**src/rtl/instruction_sequencer.sv**
```systemverilog
// Instruction sequencer: fetches opcodes, paces micro-op fetch/write pairs, pads each
// instruction to its native clock count and handles HALT and interrupt entry at boundaries.

package instruction_sequencer_pkg;
    typedef enum logic [1:0] {
        CYCLE_NONE      = 2'd0,
        CYCLE_REG_FETCH = 2'd1,
        CYCLE_REG_WRITE = 2'd2
    } microcode_cycle;
endpackage

module instruction_sequencer
    import instruction_sequencer_pkg::*;
#(
    parameter int MAX_MICRO = 6,
    parameter int CNT_W     = 4,
    localparam int MI_W     = $clog2(MAX_MICRO + 1)
) (
    input  logic                clk,
    input  logic                reset_n,
    input  logic                clk_en,
    input  logic [12:0]         pc,
    output logic [12:0]         rom_addr,
    input  logic [11:0]         rom_data,
    input  logic [2:0]          decode_micro_count,
    input  logic [3:0]          decode_cycles,
    input  logic                interrupt_req,
    input  logic                interrupt_flag,
    output logic [11:0]         opcode,
    output microcode_cycle      current_cycle,
    output logic [MI_W-1:0]     micro_index,
    output logic                in_interrupt,
    output logic                increment_pc,
    output logic                reset_np,
    output logic                halted,
    output logic                instr_done
);

    typedef enum logic [2:0] {
        S_FETCH  = 3'd0,
        S_DECODE = 3'd1,
        S_MFETCH = 3'd2,
        S_MWRITE = 3'd3,
        S_WAIT   = 3'd4,
        S_HALT   = 3'd5,
        S_INT    = 3'd6
    } state_t;

    localparam int INT_PAIRS = 4;
    localparam int INT_TICKS = 12;

    localparam logic [11:0] OP_HALT = 12'hFF8;
    localparam logic [11:0] OP_SLP  = 12'hFFB;
    localparam logic [7:0]  OP_PSET = 8'hE4;

    state_t           state_q, state_d;
    logic [CNT_W-1:0] counter_q, counter_d;
    logic [11:0]      opcode_q, opcode_d;
    logic [MI_W-1:0]  micro_index_q, micro_index_d;
    logic [MI_W-1:0]  micro_count_q, micro_count_d;
    logic [CNT_W-1:0] cycles_q, cycles_d;

    logic [MI_W-1:0]  dec_count;
    logic [CNT_W-1:0] dec_cycles;
    logic [11:0]      final_op;
    logic             final_tick;
    logic             irq_taken;

    // Out-of-range decoder reports are sanitised before they are latched.
    assign dec_count  = (int'(decode_micro_count) > MAX_MICRO) ? MI_W'(MAX_MICRO)
                                                               : MI_W'(decode_micro_count);
    assign dec_cycles = (decode_cycles < 4'd2) ? CNT_W'(2) : CNT_W'(decode_cycles);

    // In DECODE the opcode is still on the ROM bus, so boundary decisions read it there.
    assign final_op  = (state_q == S_DECODE) ? rom_data : opcode_q;
    assign irq_taken = interrupt_req && interrupt_flag;

    assign rom_addr     = pc;
    assign opcode       = opcode_q;
    assign micro_index  = micro_index_q;
    assign halted       = (state_q == S_HALT);
    assign in_interrupt = (state_q == S_INT);

    always_comb begin
        current_cycle = CYCLE_NONE;
        unique case (state_q)
            S_MFETCH: current_cycle = CYCLE_REG_FETCH;
            S_MWRITE: current_cycle = CYCLE_REG_WRITE;
            S_INT: begin
                if (counter_q < CNT_W'(2 * INT_PAIRS))
                    current_cycle = counter_q[0] ? CYCLE_REG_WRITE : CYCLE_REG_FETCH;
            end
            default: current_cycle = CYCLE_NONE;
        endcase
    end

    always_comb begin
        // NOTE: every signal gets a default first so no path through the case infers a latch.
        state_d       = state_q;
        counter_d     = counter_q;
        opcode_d      = opcode_q;
        micro_index_d = micro_index_q;
        micro_count_d = micro_count_q;
        cycles_d      = cycles_q;
        increment_pc  = 1'b0;
        reset_np      = 1'b0;
        instr_done    = 1'b0;
        final_tick    = 1'b0;

        if (clk_en) begin
            counter_d = counter_q + CNT_W'(1);
            unique case (state_q)
                S_FETCH: begin
                    counter_d = CNT_W'(1);
                    state_d   = S_DECODE;
                end
                S_DECODE: begin
                    opcode_d      = rom_data;
                    micro_count_d = dec_count;
                    cycles_d      = dec_cycles;
                    increment_pc  = 1'b1;
                    if (dec_count != '0)
                        state_d = S_MFETCH;
                    else if (counter_q >= dec_cycles - CNT_W'(1))
                        final_tick = 1'b1;
                    else
                        state_d = S_WAIT;
                end
                S_MFETCH: state_d = S_MWRITE;
                S_MWRITE: begin
                    if (micro_index_q == micro_count_q - MI_W'(1)) begin
                        micro_index_d = '0;
                        // Micro-ops that overrun the native length end the instruction here.
                        if (counter_q >= cycles_q - CNT_W'(1))
                            final_tick = 1'b1;
                        else
                            state_d = S_WAIT;
                    end else begin
                        micro_index_d = micro_index_q + MI_W'(1);
                        state_d       = S_MFETCH;
                    end
                end
                S_WAIT: begin
                    if (counter_q >= cycles_q - CNT_W'(1))
                        final_tick = 1'b1;
                end
                S_HALT: begin
                    counter_d = '0;
                    if (irq_taken)
                        state_d = S_INT;
                end
                S_INT: begin
                    if (counter_q < CNT_W'(2 * INT_PAIRS) && counter_q[0])
                        micro_index_d = (micro_index_q == MI_W'(INT_PAIRS - 1))
                                        ? '0 : micro_index_q + MI_W'(1);
                    if (counter_q == CNT_W'(INT_TICKS - 1)) begin
                        reset_np  = 1'b1;
                        counter_d = '0;
                        state_d   = S_FETCH;
                    end
                end
                default: state_d = S_FETCH;
            endcase

            if (final_tick) begin
                instr_done = 1'b1;
                // PSET leaves NP alone so its page survives into the next instruction.
                reset_np   = (final_op[11:4] != OP_PSET);
                counter_d  = '0;
                if (irq_taken)
                    state_d = S_INT;
                else if (final_op == OP_HALT || final_op == OP_SLP)
                    state_d = S_HALT;
                else
                    state_d = S_FETCH;
            end
        end
    end

    // NOTE: sequential state uses non-blocking assignments and resets asynchronously.
    always_ff @(posedge clk or negedge reset_n) begin
        if (!reset_n) begin
            state_q       <= S_FETCH;
            counter_q     <= '0;
            opcode_q      <= '0;
            micro_index_q <= '0;
            micro_count_q <= '0;
            cycles_q      <= CNT_W'(2);
        end else begin
            state_q       <= state_d;
            counter_q     <= counter_d;
            opcode_q      <= opcode_d;
            micro_index_q <= micro_index_d;
            micro_count_q <= micro_count_d;
            cycles_q      <= cycles_d;
        end
    end

endmodule

```
**config.mk**
```make
export PLATFORM = sky130hd
export DESIGN_NAME = instruction_sequencer
export DESIGN_NICKNAME = d
export VERILOG_FILES = /design/src/rtl/instruction_sequencer.sv
export SDC_FILE = /design/constraint.sdc
export NUM_CORES = 1
export LEC_CHECK = 0
export CORE_UTILIZATION = 35
export CTS_CLUSTER_DIAMETER = 50
export CTS_CLUSTER_SIZE = 24
export DETAILED_ROUTE_END_ITERATION = 8
export PLACE_DENSITY = 0.74
export SYNTH_ARGS = -nofsm -noshare
export SYNTH_HDL_FRONTEND = slang
export SYNTH_SLANG_ARGS = --single-unit
```
**constraint.sdc**
```tcl
create_clock -name clk -period 3.8 [get_ports clk]
set_input_delay 0.76 -clock clk [delete_from_list [all_inputs] [get_ports clk]]
set_output_delay 0.76 -clock clk [all_outputs]
set_load 0.02 [all_outputs]
```
==> After elaboration in Yosys (flattened, before gate mapping) <==
Index checks and enable logic that the tools add are counted.
{ "op_classes": {"addsub": 5, "mux": 37, "n_eq_ne": 18, "n_lt_le_gt_ge": 5, "n_reduce_logical": 9} }
{ "ops": {"columns": ["operator", "count"], "rows": [
  ["3-bit 2-to-1 mux", 13],
  ["12-bit equality test, second input constant", 2],
  ["3-bit case mux with 7 select lines", 1],
  ["1-bit 2-to-1 mux", 13],
  ["12-bit 2-to-1 mux", 1],
  ["4-bit 2-to-1 mux", 3],
  ["4-bit case mux with 3 select lines", 1],
  ["3-bit by 2-bit equality test with 1-bit output, second input constant", 3],
  ["3-bit equality test, second input constant", 3],
  ["4-bit greater-or-equal comparator", 2],
  ["8-bit != test, second input constant", 1],
  ["4-bit by 1-bit subtractor with 4-bit output, second input constant", 2],
  ["3-bit by 1-bit != test with 1-bit output, second input constant", 2],
  ["2-bit case mux with 3 select lines", 1],
  ["3-bit case mux with 2 select lines", 1],
  ["6-bit AND reduction", 1],
  ["4-bit by 1-bit adder with 4-bit output, second input constant", 1],
  ["4-bit equality test, second input constant", 1],
  ["4-bit by 2-bit < comparator with 1-bit output, second input constant", 1],
  ["4-bit < comparator, second input constant", 1],
  ["2-bit 2-to-1 mux", 2],
  ["4-bit by 3-bit != test with 1-bit output, second input constant", 1],
  ["4-bit != test, second input constant", 1],
  ["3-bit by 1-bit adder with 3-bit output, second input constant", 1],
  ["other kinds (14)", 15]
]} }
{ "totals": {"regBits": 29, "word_cells": 80, "input_bits": 37} }

==> Logic depth before layout (Yosys ltp) <==
Gate-level depths: netlist (run 1).
{ "depth": {"ltp_word": 10, "depth_mapped": 11, "depth_no_buf": 10} }

==> Worst setup path after synthesis (run 1) <==
OpenSTA, ideal clock, no wires.
{ "synth_timing": {"path_type": "input to output", "start": "in decode_cycles[1]", "end": "out instr_done", "stages": 9, "arrival_ns": 2.615, "required_ns": 3.040, "path_slack_ns": 0.425, "n_path_buf": 1, "cell_sequence": "o31ai_1 > ha_1 > xnor2_1 > ha_1 > o21a_1 > nor2_1 > or3_1 > buf_2 > a21oi_1"} }
{ "synth_between": {"elab_chain_cells": 10} }
{ "synth_rtl": {"columns": ["element", "line", "rtl"], "rows": [
  ["from (decl)", "26", "input logic [3:0] decode_cycles,"],
  ["4-bit by 2-bit < comparator with 1-bit output", "72", "assign dec_cycles = (decode_cycles < 4'd2) ? CNT_W'(2) : CNT_W'(decode_cycles);"],
  ["4-bit 2-to-1 mux (*)", "72", null],
  ["4-bit by 1-bit subtractor with 4-bit output (*)", "124", "else if (counter_q >= dec_cycles - CNT_W'(1))"],
  ["4-bit greater-or-equal comparator (*)", "124", null],
  ["1-bit 2-to-1 mux (*)", "124", null],
  ["1-bit 2-to-1 mux (*)", "122", "if (dec_count != '0)"],
  ["1-bit case mux with 3 select lines (*)", "112", "unique case (state_q)"],
  ["1-bit 2-to-1 mux (*)", "110", "if (clk_en) begin"],
  ["1-bit 2-to-1 mux (*)", "165", "if (final_tick) begin"],
  ["1-bit 2-to-1 mux (*)", "110", null],
  ["to (decl)", "36", "output logic instr_done"]
]} }
Every way passes the cells marked *; elsewhere a longest branch is shown, timed or not. The select of a mux whose other input is x is not followed.

==> Worst setup path after layout (run 1) <==
{ "layout_timing": {"start": "in decode_cycles[1]", "end": "out reset_np"} }
{ "layout_between": {"elab_chain_cells": 10} }
{ "layout_rtl": {"columns": ["element", "line", "rtl"], "rows": [
  ["4-bit by 2-bit < comparator with 1-bit output", "72", null],
  ["4-bit 2-to-1 mux (*)", "72", null],
  ["4-bit by 1-bit subtractor with 4-bit output (*)", "124", null],
  ["4-bit greater-or-equal comparator (*)", "124", null],
  ["1-bit 2-to-1 mux (*)", "124", null],
  ["1-bit 2-to-1 mux (*)", "122", null],
  ["1-bit case mux with 3 select lines (*)", "112", null],
  ["1-bit 2-to-1 mux (*)", "110", null],
  ["1-bit 2-to-1 mux (*)", "165", null],
  ["1-bit 2-to-1 mux (*)", "110", null],
  ["to (decl)", "34", "output logic reset_np,"]
]} }
Marked as above.

==> results of run 1 <==
==> placed cells by master, fill, tap and decap left out, types with 3 or more instances in the layout <==
cell type | synthesis | layout
a21oi_1 | 6 | 5
a31oi_1 | 3 | 3
buf_4 | 13 | 17
clkbuf_8 | 0 | 6
clkdlybuf4s50_1 | 0 | 41
dfrtp_1 | 28 | 28
ha_1 | 15 | 13
inv_1 | 12 | 12
mux2_2 | 15 | 15
mux2i_1 | 4 | 4
nand2_1 | 15 | 15
nand3_1 | 5 | 5
nand4_1 | 4 | 4
nand4b_1 | 3 | 3
nor2_1 | 7 | 6
nor2b_1 | 7 | 7
nor3_1 | 6 | 5
o21a_1 | 3 | 3
o21ai_0 | 9 | 8
xnor2_1 | 6 | 6
==> flip-flops by register name, summed over array words and instances (netlist names) <==
register and count:
state_q 3, micro_index 3, micro_count_q 3, cycles_q 4, counter_q 4, opcode 12
==> cell type report <==
cell class,count,area [um2],area share
clock buffers,7,86.3,0.0309
clock inverters,1,30.0,0.0107
inverters,12,45.0,0.0161
multi-input cells,152,1250,0.447
flip-flops and latches,29,727,0.260
well taps,72,90.1,0.0322
repair buffers,61,568,0.203
==> final timing paths <==
check	start	endpoint	cells after the start	slack, ps
max in group asynchronous	reset_n	cycles_q[1]	2	2600
min reg2reg	cycles_q[1]	cycles_q[1]	2	510
min in group asynchronous	reset_n	micro_index[2]	2	880
max	decode_cycles[1]	reset_np	10	100
max reg2reg	micro_count_q[0]	state_q[0]	7	1450
min	cycles_q[1]	cycles_q[1]	2	510
==> routing by layer <==
metal / wire (um) / vias up / global-route usage
li1: - / 873 / -
met1: 2320 / 824 / 0.219
met2: 2260 / 38 / 0.261
met3: 199 / 7 / 0.0354
met4: 53 / 0 / 0.0509
met5: 0 / - / 0
==> logic make-up (layout without fill, tap and decap cells) <==
| kind of cell | Yosys count | after routing | share of synthesized area |
|---|---|---|---|
| compound gates | 46 | 46 | 0.166 |
| xor+xnor | 8 | 8 | 0.0403 |
| fa+ha+maj | 15 | 15 | 0.0888 |
| buf+inv | 35 | 81 | 0.0882 |
| flops | 29 | 29 | 0.344 |
| mux | 19 | 19 | 0.0989 |
| simple gates | 64 | 64 | 0.173 |
==> tightest hold or removal path: stages, from the launching register on <==
cell and delay, ps:
dfstp_2 370, nor2_1 90, a21oi_1 40
==> metrics by stage <==
stage | setup slack (ps) | hold WS (ps)
final | 100 | 513
after detailed placement | -459 | 502
after CTS | 14.5 | 514
after global placement | -448 | 506
after floorplan | 425 | 464
after global routing | -15.7 | 535
==> repair_timing <==
action,CTS,global route
cloned,0,0
pin swaps,0,5
setup endpoints to repair,2,2
setup buffers,0,1
endpoints found under the hold margin,0,0
gates resized for setup,12,9
==> power breakdown <==
group | internal (W) | total, W | switching (W)
registers | 0.000465 | 0.000637 | 0.000173
logic | 0.000659 | 0.00129 | 0.000631
clock network | 0.000213 | 0.000328 | 0.000114
total | 0.00134 | 0.00225 | 0.000918
==> results.md, run 1 <==
- Number of global-route vias before repair: ~1700
- Net count reported at finish: ~310
- CP max-delay cell: clkdlybuf4s50_1
- Number of flops mapped to enable cells by yosys: 0
- Max Cap Violations: 0
- Total CTS buffers: 5
- Die Y: between 70 and 80 um
- Max Clock Skew: 5.95 ps
- Post-Syn Instances: about 220
- Register bit total from synthesis: 29
- Unique masters post-synth: 55
- Syn Std Cell Area: 2110 um2
- Clk slew on worst S/H paths: roughly 60 ps
- GRT Util Overall: 0.164
- Initial DRC count: 62
- Final-report hold violation count: 0
- Slew @ Worst Pin: around 500 ps
- Worst Hold Class: reg -> reg
- Area Growth Syn to Fin: 32.3%
- Sequential area share after synthesis: 0.344
- Mapped Nets: about 270
- # DRC: 0
- Final max-slew violation count: 0
- Finished Cell Area: between 2000 and 3000 um2
- Avg Cell Area, Syn: 9.78 um2
- Highest Clock Rate: about 270 MHz
- Total power: approximately 0.0023 W
- Power Density: roughly 810 nW/um2
- Post-synth top area cell: dfrtp_1
- TritonRoute pass-1 iters: 4
- Crit path cell chain: clkdlybuf4s50_1 > o31ai_2 > ha_1 > ha_4 > a2111oi_4 > buf_4 > nor3_2 > o21ai_1 > a21oi_1 > buf_2
- CP delay by family, top: compound AO/OA/AOI/OAI gates
- CTS tree: built
- Initial core utilization: 0.372
- CP Class: in -> out
- Top post-synthesis cells by area: dfrtp_1 33%, ha_1 8.9%, mux2_2 8.0%, buf_4 4.6%, nand2_1 2.7%
- Congestion Overflow GR: 0
- CP bufs+invs: 3
- Synth warn: 0
- Worst EP required: 3040 ps
- Vias per cell: about 5.2
- Relative slew slack: 0.664
- Hold_buf cts: 0
- Clk root buf: clkbuf_8
- Die area: approximately 6400 um2
- Initial antenna violation count: 0
- Clk sinks: 29
- Final min period: around 3700 ps
- Synth top cells by count: 28 x dfrtp_1, 15 x ha_1, 15 x mux2_2, 15 x nand2_1, 13 x buf_4
- Clock Latency Late Sink: 280 ps
- First-pass GRT wire length: 8.05 mm
- Placed Cells: between 300 and 400
- Fill count: 536
- I/O pins: between 70 and 80
- Final Wtd Congestion: 0.855
- Fin crit share: 0.974
- Fin util: 0.493
- Synth top area share: 0.332
- Core area: approximately 5700 um2
- Routed vias: 1742
- Port Buffers: 45
- Top-count cell post-synth: dfrtp_1
- Final instance count without filler cells: approximately 330
- Ys async rst share: 1.00
- CP arrival: 2940 ps
- WL final: about 4.8 mm
- FP Rows: 27
- Largest net degree at the start of global routing: 30
- Layout cells sized above 1: 0.210
- CP max FO: 2
- Post-DP HPWL: 3.58 mm
- Clock buffer depth: 2
- Ant. Diodes: 0
- Die Wd: approximately 80 um
- H-tree levels: 2
- Startpoint types: input port
- Final setup violation count: 0
- Worst vdd ir: between 0.3 and 0.4 mV
- Post-route ant nets: 0
- Static Leak: 1.18 nW
- Setup_tns: 0 ps
- Slowest stage delay, CP: around 430 ps
- Placed inst area: between 2000 and 3000 um2
- Synth Flop Type: dfrtp_1
- Crit. End Element: output pin
- Status: finished clean
- Routed len/inst: about 14 um
(Power assumes the default switching activity.)
==> run 2: changes to the inputs <==
--- a/config.mk
+++ b/config.mk
@@ -9,6 +9,7 @@
 export CTS_CLUSTER_DIAMETER = 50
 export CTS_CLUSTER_SIZE = 24
 export DETAILED_ROUTE_END_ITERATION = 8
+export GPL_ROUTABILITY_DRIVEN = 1
 export PLACE_DENSITY = 0.74
 export SYNTH_ARGS = -nofsm -noshare
 export SYNTH_HDL_FRONTEND = slang
==> results of run 2 <==
Final layout, timing and power as in run 1 (identical DEF).
